--- src/rtl/fdivsqrt_otfc4_seq_pkg.sv ---
// Shared types for the radix-4 on-the-fly conversion stage of the divide/sqrt unit.
package fdivsqrt_otfc4_seq_pkg;

    typedef struct packed {
        int unsigned DIVb;
    } cvw_t;

    localparam cvw_t CVW_DEFAULT = '{DIVb: 12};

    typedef enum logic [1:0] {
        OTFC_IDLE = 2'd0,
        OTFC_BUSY = 2'd1,
        OTFC_DONE = 2'd2
    } fdivsqrt_otfc_state_t;

endpackage

--- src/rtl/fdivsqrt_otfc4_update.sv ---
// One radix-4 OTFC step: maps (U, UM, C, digit) to the next (U, UM, C) using only ORs.
module fdivsqrt_otfc4_update #(
    parameter int W = 16
) (
    input  logic [W-1:0] u_i,
    input  logic [W-1:0] um_i,
    input  logic [W-1:0] c_i,
    input  logic [3:0]   udigit_i,
    output logic [W-1:0] un_o,
    output logic [W-1:0] umn_o,
    output logic [W-1:0] cn_o
);

    logic [W-1:0] k;

    always_comb begin
        cn_o  = {2'b11, c_i[W-1:2]};
        // Cn is a run of ones from the top, so K is its lowest set bit.
        k     = cn_o & ~(cn_o << 1);
        un_o  = u_i;
        umn_o = um_i;
        if (udigit_i[3]) begin
            un_o  = u_i | (k << 1);
            umn_o = u_i | k;
        end else if (udigit_i[2]) begin
            un_o  = u_i | k;
            umn_o = u_i;
        end else if (udigit_i[1]) begin
            un_o  = um_i | (k << 1) | k;
            umn_o = um_i | (k << 1);
        end else if (udigit_i[0]) begin
            un_o  = um_i | (k << 1);
            umn_o = um_i | k;
        end else begin
            un_o  = u_i;
            umn_o = um_i | (k << 1) | k;
        end
    end

endmodule

--- src/rtl/fdivsqrt_otfc4_seq.sv ---
// Sequential radix-4 OTFC register stage with an init/iterate/done/abort sequencer.
module fdivsqrt_otfc4_seq
    import fdivsqrt_otfc4_seq_pkg::*;
#(
    parameter cvw_t P = CVW_DEFAULT
) (
    input  logic                                     clk_i,
    input  logic                                     reset_n_i,
    input  logic                                     start_i,
    input  logic                                     sqrt_i,
    input  logic [$clog2((P.DIVb+4-6)/2+1+1)-1:0]    niter_i,
    input  logic                                     kill_i,
    input  logic                                     digit_valid_i,
    input  logic [3:0]                               udigit_i,
    output logic [P.DIVb+3:0]                        u_o,
    output logic [P.DIVb+3:0]                        um_o,
    output logic [P.DIVb+3:0]                        c_o,
    output logic                                     busy_o,
    output logic                                     done_o
);

    localparam int W       = P.DIVb + 4;
    localparam int MAXITER = (W - 6) / 2 + 1;
    localparam int NW      = $clog2(MAXITER + 1);

    localparam logic [NW-1:0] MAXN     = NW'(MAXITER);
    localparam logic [W-1:0]  C_INIT   = {4'b1111, {(W-4){1'b0}}};
    localparam logic [W-1:0]  U_ONE    = {4'b0001, {(W-4){1'b0}}};

    fdivsqrt_otfc_state_t state_q, state_d;
    logic [NW-1:0] cnt_q, cnt_d;
    logic [W-1:0]  u_q, u_d, um_q, um_d, c_q, c_d;
    logic [W-1:0]  un, umn, cn;
    logic [NW-1:0] niter_clamped;

    fdivsqrt_otfc4_update #(.W(W)) u_update (
        .u_i      (u_q),
        .um_i     (um_q),
        .c_i      (c_q),
        .udigit_i (udigit_i),
        .un_o     (un),
        .umn_o    (umn),
        .cn_o     (cn)
    );

    assign niter_clamped = (niter_i > MAXN) ? MAXN : niter_i;

    always_comb begin
        state_d = state_q;
        cnt_d   = cnt_q;
        u_d     = u_q;
        um_d    = um_q;
        c_d     = c_q;
        if (kill_i) begin
            state_d = OTFC_IDLE;
        end else begin
            case (state_q)
                OTFC_IDLE: begin
                    if (start_i) begin
                        c_d     = C_INIT;
                        // Divide seeds UM with -4K of the first digit position.
                        u_d     = sqrt_i ? U_ONE : '0;
                        um_d    = sqrt_i ? '0 : C_INIT;
                        cnt_d   = niter_clamped;
                        state_d = (niter_clamped == '0) ? OTFC_DONE : OTFC_BUSY;
                    end
                end
                OTFC_BUSY: begin
                    if (digit_valid_i) begin
                        u_d   = un;
                        um_d  = umn;
                        c_d   = cn;
                        cnt_d = cnt_q - 1'b1;
                        if (cnt_q == NW'(1)) state_d = OTFC_DONE;
                    end
                end
                OTFC_DONE: state_d = OTFC_IDLE;
                default:   state_d = OTFC_IDLE;
            endcase
        end
    end

    always_ff @(posedge clk_i or negedge reset_n_i) begin
        if (!reset_n_i) begin
            state_q <= OTFC_IDLE;
            cnt_q   <= '0;
            u_q     <= '0;
            um_q    <= '0;
            c_q     <= '0;
        end else begin
            state_q <= state_d;
            cnt_q   <= cnt_d;
            u_q     <= u_d;
            um_q    <= um_d;
            c_q     <= c_d;
        end
    end

    assign u_o    = u_q;
    assign um_o   = um_q;
    assign c_o    = c_q;
    assign busy_o = (state_q == OTFC_BUSY);
    assign done_o = (state_q == OTFC_DONE);

endmodule

--- config.mk ---
export PLATFORM = sky130hd
export DESIGN_NAME = fdivsqrt_otfc4_seq
export DESIGN_NICKNAME = d
export VERILOG_FILES = /design/src/rtl/fdivsqrt_otfc4_seq_pkg.sv /design/src/rtl/fdivsqrt_otfc4_update.sv /design/src/rtl/fdivsqrt_otfc4_seq.sv
export SDC_FILE = /design/constraint.sdc
export NUM_CORES = 1
export LEC_CHECK = 0
export CAP_MARGIN = 10
export CORE_ASPECT_RATIO = 0.75
export CORE_MARGIN = 1
export CORE_UTILIZATION = 40
export CTS_BUF_LIST = sky130_fd_sc_hd__clkbuf_4 sky130_fd_sc_hd__clkbuf_8
export DETAILED_ROUTE_END_ITERATION = 10
export PLACE_DENSITY_LB_ADDON = 0.25
export SLEW_MARGIN = 20
export SYNTH_ARGS = -nofsm -noshare
export SYNTH_HDL_FRONTEND = slang
export SYNTH_SLANG_ARGS = --single-unit
export TNS_END_PERCENT = 50
--- constraint.sdc ---
create_clock -name clk_i -period 1.35 [get_ports clk_i]
set_input_delay 0.27 -clock clk_i [delete_from_list [all_inputs] [get_ports clk_i]]
set_output_delay 0.27 -clock clk_i [all_outputs]
set_load 0.005 [all_outputs]
Word level (Yosys, flattened, before mapping)
Index checks and enable logic that the tools add are counted.

Bitwise operators: 8. Add/subtract/negate cells: 1. Equality and inequality tests: 9. $lt $le $gt $ge: 1. Muxes and demuxes: 29. Reduce and logical (&&, ||, !) cells: 6.

Operators with widths (count): $mux 16 (15); $pmux 16 s2 (3); $or 16x16->16 (5); $and 16x16->16 (1); $not 16->16 (1); $mux 13 (1); $mux 2 (5); $mux 3 (3); $ne 3x3->1 const B (2); $pmux 3 s2 (1); $ne 5x5->1 const B (1); $reduce_and 5->1 (1); $ne 2x2->1 const B (2); $pmux 2 s2 (1); $reduce_and 4->1 (1); $eq 3x1->1 const B (1); $gt 3x3->1 const B (1); $logic_not 3->1 (1); $ne 3x2->1 const B (1); $reduce_and 3->1 (1); $sub 3x1->3 const B (1); $eq 2x1->1 const B (1); $eq 2x2->1 const B (1); $logic_not 2->1 (1); other kinds (2) (2).

Input port bits: 13. Register bits after elaboration: 53.

Logic depth before layout (Yosys ltp)
Gate-level depths: netlist (run 1).

Word-level depth: 10. Mapped depth: 7.

By module
Synthesis (run 1) repeated with hierarchy kept, for this count alone.

Cells, all modules: 467. Area, all modules: 3890.0 sq um.

Modules (own cells, without submodules): fdivsqrt_otfc4_seq (times used 1, area each 2483.6 sq um, cells each 231); fdivsqrt_otfc4_update (times used 1, area each 1406.3 sq um, cells each 236).

Worst setup path before layout (run 1)
OpenSTA, ideal clock, no wires.

Path type: reg2reg. From: register state_q[1]. To: register cnt_q[0]. Cell stages (with the launch flop): 6. Setup time: 129 ps. Path buffers: 1. Arrival time: 1379 ps. Path slack: -158 ps. Cells stage by stage: dfrtp_1 -> or2_4 -> or2_2 -> buf_2 -> a311oi_1 -> a21oi_1.

Cells in the longest elaborated chain, start to end: 3. Elaborated cells on any way between the ends: 7. Classes of those cells: eq/ne: 3; mux: 1; reduce/logical: 3.

Ends and longest elaborated chain: from (decl) (RTL line fdivsqrt_otfc4_seq.sv:30) `fdivsqrt_otfc_state_t state_q, state_d;`; from (signal assigned) (RTL line fdivsqrt_otfc4_seq.sv:91) `state_q <= state_d;`; $eq 2x1->1 or $logic_not 2->1 (tied branches) (RTL line fdivsqrt_otfc4_seq.sv:57) `case (state_q)`; $ne 2x2->1 (no line) or $reduce_bool 2->1 (tied branches); $reduce_and 4->1 (no line); to (signal assigned) (RTL line fdivsqrt_otfc4_seq.sv:92) `cnt_q <= cnt_d;`; to (decl) (RTL line fdivsqrt_otfc4_seq.sv:31) `logic [NW-1:0] cnt_q, cnt_d;`.

Several ways; a longest one is shown, not always the timed one. A chain may end at the register's enable or synchronous reset.

==> results of run 1 <==
## synth_stat cells (all sizes together)
library cell	number	area, µm²
a211o	6	52.6
mux2i	1	13.8
dfrtp	45	1130
a31oi	5	31.3
o22ai	1	6.26
nor4b	1	8.76
nand3	8	40.0
a311oi	2	35.0
a21boi	1	7.51
o21bai	1	7.51
nor3	5	25.0
inv	6	22.5
nand2	25	93.8
a221oi	1	8.76
or2	3	21.3
a31o	1	8.76
a2bb2oi	1	8.76
mux2	4	45.0
o31ai	7	57.6
a32o	2	20.0
nor2b	11	68.8
and4b	1	10.0
ha	2	25.0
buf	24	158
a21o	6	45.0
o211ai	3	22.5
o21ai	31	155
clkbuf	8	30.0
and2	1	6.26
o311ai	1	8.76
or3	2	12.5
nand2b	10	62.6
nor2	11	43.8
a21oi	62	310
## sequential cells by signal (all words and copies together), names as in the netlist, named ones only
signal,cells
u_o,15
um_o,13
c_o,8
cnt_q,3
state_q,2
## per-layer routing
layer	routed length, µm	vias up
met5	0	-
met4	46	0
met3	485	4
met2	3460	109
met1	3890	1309
li1	-	1262
## power by group
part	internal (mW)	total (mW)	switching, mW
Sequential	1.59	1.81	0.222
Clock	0.555	1.05	0.495
Combinational	0.752	1.42	0.671
Total	2.90	4.28	1.39
## what timing repair did
item | in CTS | in global routing
pin swaps | 4 | 6
cloned | 0 | 2
setup buffers | 14 | 2
setup endpoints to repair | 93 | 48
resized for setup | 84 | 22
endpoints found under the hold margin | 45 | 0
hold buffers | 1 | 0
## layout make-up
cell class,instances,area (µm²)
multi-input combinational,216,1360
timing repair buffer,122,1130
sequential,45,1130
inverter,6,27.5
clock inverter,3,46.3
tap,81,101
clock buffer,5,68.8
fill,572,2420
## worst paths after layout
path	to
max in group asynchronous	asynchronous set/reset pin
max	flip-flop
max reg2reg	flip-flop
min reg2reg	c_o[1]
min	state_q[0]
min in group clk_i	c_o[1]
## worst min-delay path, cell delays in order
cell and delay, ps:
sky130_fd_sc_hd__dlygate4sd3_1 520, sky130_fd_sc_hd__buf_2 120, sky130_fd_sc_hd__buf_12 230
## metrics by stage
| step | utilization, % | instances | hold WS [ps] | setup TNS (ps) |
|---|---|---|---|---|
| floorplan | - | 299 | -25.6 | -1150 |
| global route | 61.6 | 478 | 500 | -10470 |
| CTS | 59.7 | 474 | 497 | -7030 |
| finish | 61.6 | 478 | 462 | -7230 |
| global placement | 56.0 | 451 | 272 | -19920 |
| detailed placement | 56.0 | 451 | 272 | -20390 |
## kinds of logic after synthesis
family	after synthesis	synth area share, %
muxes	5	2.26
adders and majority gates	2	0.963
AOI/OAI and AO/OA	131	30.2
buffers and inverters	38	8.09
and+or+nand+nor	78	15.1
DFF	45	43.3
==> summary.md, run 1 <==
| Metric | Value |
|---|---|
| Initial core utilization | 41.3% |
| Clock Skews | 6.75 ps |
| Detail-routed net length per standard cell | 16.5 µm |
| Die Height | 71.8 µm |
| Minimum setup slack in the final design | -233 ps |
| Maximum clock frequency | 0.632 GHz |
| Clock-pin slew of the registers on the worst-case setup and hold paths | 90 ps |
| GR Layer Usage met1 | 35.6% |
| Final worst-path cycle share | 117% |
| Peak fanout along the critical path | 4 |
| Total Power Consumption | 4.28 mW |
| Clock network latency to the later pin of the worst-skew pair | 300 ps |
| # clock sinks | 45 |
| Layout cells sized above 1 | 27.2% |
| Final routed wirelength across all metal layers | 7.88 mm |
| Pin count of the biggest net entering global routing | 46 |
| Length of the first detailed-routing pass in iterations | 4 |
| Grt peak-use layer | met1 |
| Max-cap violation count | 0 |
| Fin. max-slew vios | 0 |
| Clock tree from TritonCTS | done |
| HPWL after DPL | 5.25 mm |
| Placed instance area | 3520 µm² |
| Finished Cell Area | 3870 µm² |
| Reg-to-Reg Start | state_q[0] |
| Detailed Route Iter0 Violations | 179 |
| Global-route wire length before repair | 12.0 mm |
| Global router's overall resource usage | 22.9% |
| Nature of the critical path endpoint | flip-flop |
| RSZ-0062 raised after global routing | yes |
| Via count of the first global-routing pass | 2379 |
| Leakage component of the power | 1.82 nW |
| Actual transition at the worst max-transition pin | 302 ps |
| Die outline area | 6830 µm² |
| Core Footprint | 6290 µm² |
| Maximum single-stage delay on the critical path | 460 ps |
| CTS root buf | sky130_fd_sc_hd__clkbuf_8 |
| Vias per inst | 5.62 |
| Number of antenna violations at the first check in global routing | 0 |
| # nets final | 411 |
| Cell chain of the critical path | mux2i_4 -> buf_4 -> nor2_4 -> o31ai_4 -> mux2_4 |
| Failing checks | negative setup slack |
| Syn Nets | 314 |
| Register bit total from synthesis | 45 |
| Type of the worst setup path | reg2reg |
| Highest-count cells in the layout ignoring fill and taps | sky130_fd_sc_hd__a21oi_1, sky130_fd_sc_hd__dlygate4sd2_1, sky130_fd_sc_hd__buf_4 |
| Minimum clock period | 1580 ps |
| Setup-violating endpoint count in the final report | 44 |
| Class of the tightest hold or removal check | in2async |
| Antenna violation net count after detailed routing | 0 |
| Number of buffer and inverter instances along the worst setup path | 1 |
| R2R Setup Slk | -230 ps |
| Total grt overflow | 0 |
| Total number of cells along the worst setup path | 5 |
| Max Buffers Root-to-Sink | 2 |
| Worst rel slew slack | 79.8% |
| Mapped Cells | 299 |
| Worst reg2reg path depth | 5 |
| Number of hold-slack violations in the final timing report | 0 |
| Number of buffers added on ports | 62 |
| Most frequent standard cell in the layout excluding fill and tap cells | sky130_fd_sc_hd__a21oi_1 |
| Total DRC errors in the routed layout | 0 |
| Layout-stage area growth over the synthesis result | 48.9% |
| Post-synthesis cell type count | 42 |
| Cell family contributing the most delay on the critical path | multiplexers |
| Antenna diodes | 0 |
| H-Tree Level Count | 2 |
| Sequential-to-total area share from yosys stat | 43.3% |
| Met2 Use GR | 32.9% |
| Run status | complete, but fails checks |
| I/O pin cnt | 63 |
| Final RePlAce weighted congestion | 0.873 |
| Crit. Startpoint | state_q[0] |
| Power Dens Cells | 1110 nW/µm² |
| Netlist area before placement | 2600 µm² |
| Total via count in the routed design | 2684 |
| Post-synthesis average cell area | 8.69 µm² |
| Arrival time of data at the critical path endpoint | 1770 ps |
| Placement-stage worst setup slack | -541 ps |
| Die W | 95.1 µm |
| Worst-path cell with the longest stage delay | sky130_fd_sc_hd__dfrtp_2 |
| Critical path data required time | 1530 ps |
| Cts bufs inserted | 5 |
| Startpoint class of the critical path | flip-flop |
| Maximum ir drop on the vdd rail | 0.815 mV |
| Yosys Warn Count | 0 |
| Met3 track demand over resource in global routing | 4.25% |
| FP Rows | 25 |
Power figures use the tool's default switching activity.
==> run 2, diff against run 1 <==
Settings changed: CTS_BUF_LIST sky130_fd_sc_hd__clkbuf_4 sky130_fd_sc_hd__clkbuf_8 to sky130_fd_sc_hd__clkbuf_16.
==> run 2 against run 1 <==
Net effect:
- the run still ends with negative setup slack left
- first-iteration DRC count rose by 21%
- sequential cell count unchanged
- count of clock-buffer cells in the layout unchanged
- clock skew is essentially flat
- setup slack got worse by 7.9 ps
- worst hold slack worse by 170 ps
- total power is 11% higher
- sequential power about the same
- sequential share of layout area is 1.2 points lower
- via count unchanged
- combinational power grew 5%
- register-to-register slack about the same
- critical path type unchanged
- largest cell class unchanged
- largest power group unchanged
==> summary.md, run 2 (same netlist as run 1, synthesis figures left out) <==
| Metric | Value |
|---|---|
| CTS root buf | sky130_fd_sc_hd__clkbuf_16 (was sky130_fd_sc_hd__clkbuf_8) |
| Leakage component of the power | 1.86 nW (was 1.82 nW) |
| H-Tree Level Count | 2 (unchanged) |
| Antenna diodes | 0 (unchanged) |
| Hold path startpoint | kill_i |
| Pin count of the biggest net entering global routing | 46 (unchanged) |
| Power Internal | 3.25 mW (was 2.90 mW) |
| Global-route wire length before repair | 12.3 mm (was 12.0 mm) |
| Via count of the first global-routing pass | 2439 (was 2379) |
| FP Rows | 25 (unchanged) |
| Total DRC errors in the routed layout | 0 (unchanged) |
| Number of hold-slack violations in the final timing report | 0 (unchanged) |
| Vias per inst | 5.63 (was 5.62) |
| Crit. Startpoint | state_q[0] (unchanged) |
| Actual transition at the worst max-transition pin | 305 ps (was 302 ps) |
| Reg-to-Reg Start | state_q[0] (unchanged) |
| Peak fanout along the critical path | 9 (was 4) |
| Highest-count cells in the layout ignoring fill and taps | sky130_fd_sc_hd__dlygate4sd2_1, sky130_fd_sc_hd__a21oi_1, sky130_fd_sc_hd__dfrtp_1, sky130_fd_sc_hd__buf_4, sky130_fd_sc_hd__o21ai_0 (was sky130_fd_sc_hd__a21oi_1, sky130_fd_sc_hd__dlygate4sd2_1, sky130_fd_sc_hd__buf_4) |
| Total grt overflow | 0 (unchanged) |
| Detail-routed net length per standard cell | 17.1 µm (was 16.5 µm) |
| Number of antenna violations at the first check in global routing | 0 (unchanged) |
| Setup TNS | -7200 ps (was -7230 ps) |
| Portion of total power attributed to combinational logic | 31.5% (was 33.2%) |
| HPWL after DPL | 5.25 mm (unchanged) |
| Failing checks | negative setup slack (unchanged) |
| Type of the worst setup path | reg2reg (unchanged) |
| Final worst-path cycle share | 118% (was 117%) |
| Most frequent standard cell in the layout excluding fill and tap cells | sky130_fd_sc_hd__dlygate4sd2_1 (was sky130_fd_sc_hd__a21oi_1) |
| Minimum clock period | 1590 ps (was 1580 ps) |
| Max reg flops | 15 (unchanged) |
| Clock tree from TritonCTS | done (unchanged) |
| Layout cells sized above 1 | 32.1% (was 27.2%) |
| Clock Skews | 6.25 ps (was 6.75 ps) |
| Max Buffers Root-to-Sink | 2 (unchanged) |
| Max-cap violation count | 0 (unchanged) |
| I/O pin cnt | 63 (unchanged) |
| Minimum setup slack in the final design | -241 ps (was -233 ps) |
| Startpoint class of the critical path | flip-flop (unchanged) |
| Cts bufs inserted | 5 (unchanged) |
| Maximum ir drop on the vdd rail | 0.799 mV (was 0.815 mV) |
| Layout-stage area growth over the synthesis result | 55.2% (was 48.9%) |
| Switching share of power | 31.4% (was 32.4%) |
| Run status | complete, but fails checks (unchanged) |
| Clock network latency to the later pin of the worst-skew pair | 290 ps (was 300 ps) |
| Total via count in the routed design | 2684 (unchanged) |
| Clock network fraction of design power | 29.9% (was 24.5%) |
| Class of the tightest hold or removal check | in2reg (was in2async) |
| Die W | 95.1 µm (unchanged) |
| RSZ-0062 raised after global routing | yes (unchanged) |
| Final routed wirelength across all metal layers | 8.17 mm (was 7.88 mm) |
| Register share of total power | 38.6% (was 42.3%) |
| Die Height | 71.8 µm (unchanged) |
| Die outline area | 6830 µm² (unchanged) |
| NetSw | 1.49 mW (was 1.39 mW) |
| Util after Layout | 64.2% (was 61.6%) |
| Final RePlAce weighted congestion | 0.873 (unchanged) |
| Worst rel slew slack | 79.6% (was 79.8%) |
| Maximum clock frequency | 0.629 GHz (was 0.632 GHz) |
| Core Footprint | 6290 µm² (unchanged) |
| Number of placed cells counting well taps | 451 (unchanged) |
| Nature of the critical path endpoint | flip-flop (unchanged) |
| Final non-filler cell total | 477 (was 478) |
| Initial core utilization | 41.3% (unchanged) |
| Antenna violation net count after detailed routing | 0 (unchanged) |
| # clock sinks | 45 (unchanged) |
| # nets final | 410 (was 411) |
| Critical path data required time | 1510 ps (was 1530 ps) |
| Clock-pin slew of the registers on the worst-case setup and hold paths | 60 ps (was 90 ps) |
| Power Dens Cells | 1180 nW/µm² (was 1110 nW/µm²) |
| Detailed Route Iter0 Violations | 216 (was 179) |
| Length of the first detailed-routing pass in iterations | 5 (was 4) |
| Global router's overall resource usage | 23.6% (was 22.9%) |
| Setup-violating endpoint count in the final report | 43 (was 44) |
| Worst Hold Margin | 293 ps (was 462 ps) |
| Fin. max-slew vios | 0 (unchanged) |
| Number of buffers added on ports | 62 (unchanged) |
| Arrival time of data at the critical path endpoint | 1760 ps (was 1770 ps) |
run 2: cell count changes in the layout (fill, tap and decap cells not counted), moves of 4 or more:
cell | previous run | this run
sky130_fd_sc_hd__nand3_1 | 6 | 2
sky130_fd_sc_hd__nand3_2 | 2 | 6
sky130_fd_sc_hd__clkbuf_16 | 2 | 6
sky130_fd_sc_hd__clkbuf_8 | 5 | 0
sky130_fd_sc_hd__a21oi_2 | 5 | 16
sky130_fd_sc_hd__a21oi_1 | 57 | 45
run 2: stage by stage:
stage	cell area, µm²	setup WS (ps)	power, mW
after floorplan	2630	-128	2.43
after global placement	3520	-544	3.22
after detailed placement	3520	-541	3.24
after CTS	3800	-227	4.57
after global routing	4030	-316	4.98
final	4030	-241	4.74
run 2: metal layers:
metal | GRT usage (%) | share of wire, %
met4 | 6.90 | 1.2
met3 | 4.25 | 6.0
met5 | 0 | 0
met1 | 35.9 | 48
met2 | 33.9 | 45
run 2: critical path, stage by stage, from the launching register on:
cell,delay (ps)
sky130_fd_sc_hd__dfrtp_2,450
sky130_fd_sc_hd__mux2i_4,230
sky130_fd_sc_hd__a311oi_4,320
sky130_fd_sc_hd__buf_12,180
sky130_fd_sc_hd__buf_12,120
sky130_fd_sc_hd__buf_4,100
sky130_fd_sc_hd__a21oi_1,60
run 2: final cells by class:
class | count | area (µm²)
fillers | 546 | 2250
multi-input cells | 216 | 1460
repair buffers | 121 | 1140
flip-flops and latches | 45 | 1130
clock buffers | 5 | 125
well taps | 81 | 101
clock inverters | 3 | 46.3
inverters | 6 | 27.5
run 2: path summary, 6_finish.rpt:
path	to	slack [ps]	cells past startpoint
max reg2reg	u_o[7]	-240	6
max	u_o[7]	-240	6
max in group asynchronous	um_o[15]	630	3
min reg2reg	c_o[1]	500	2
min in group asynchronous	state_q[0]	480	3
min	state_q[0]	290	2
run 2: power groups by stage:
stage                     clock, mW  sequential [mW]  combinational [mW]
final                          1.42             1.83                1.49
after global routing           1.49             1.87                1.63
after CTS                      1.43             1.80                1.34
after detailed placement          0             1.84                1.40
after global placement            0             1.84                1.38
after floorplan                   0             1.81               0.626
run 2: what timing repair did:
action                     CTS  global route
setup endpoints to repair   93            46
cloned                       0             1
setup buffers               13             3
pin swaps                    4            17
hold endpoints to repair    45             0
gates resized for setup     86            48
hold buffers                 1             0
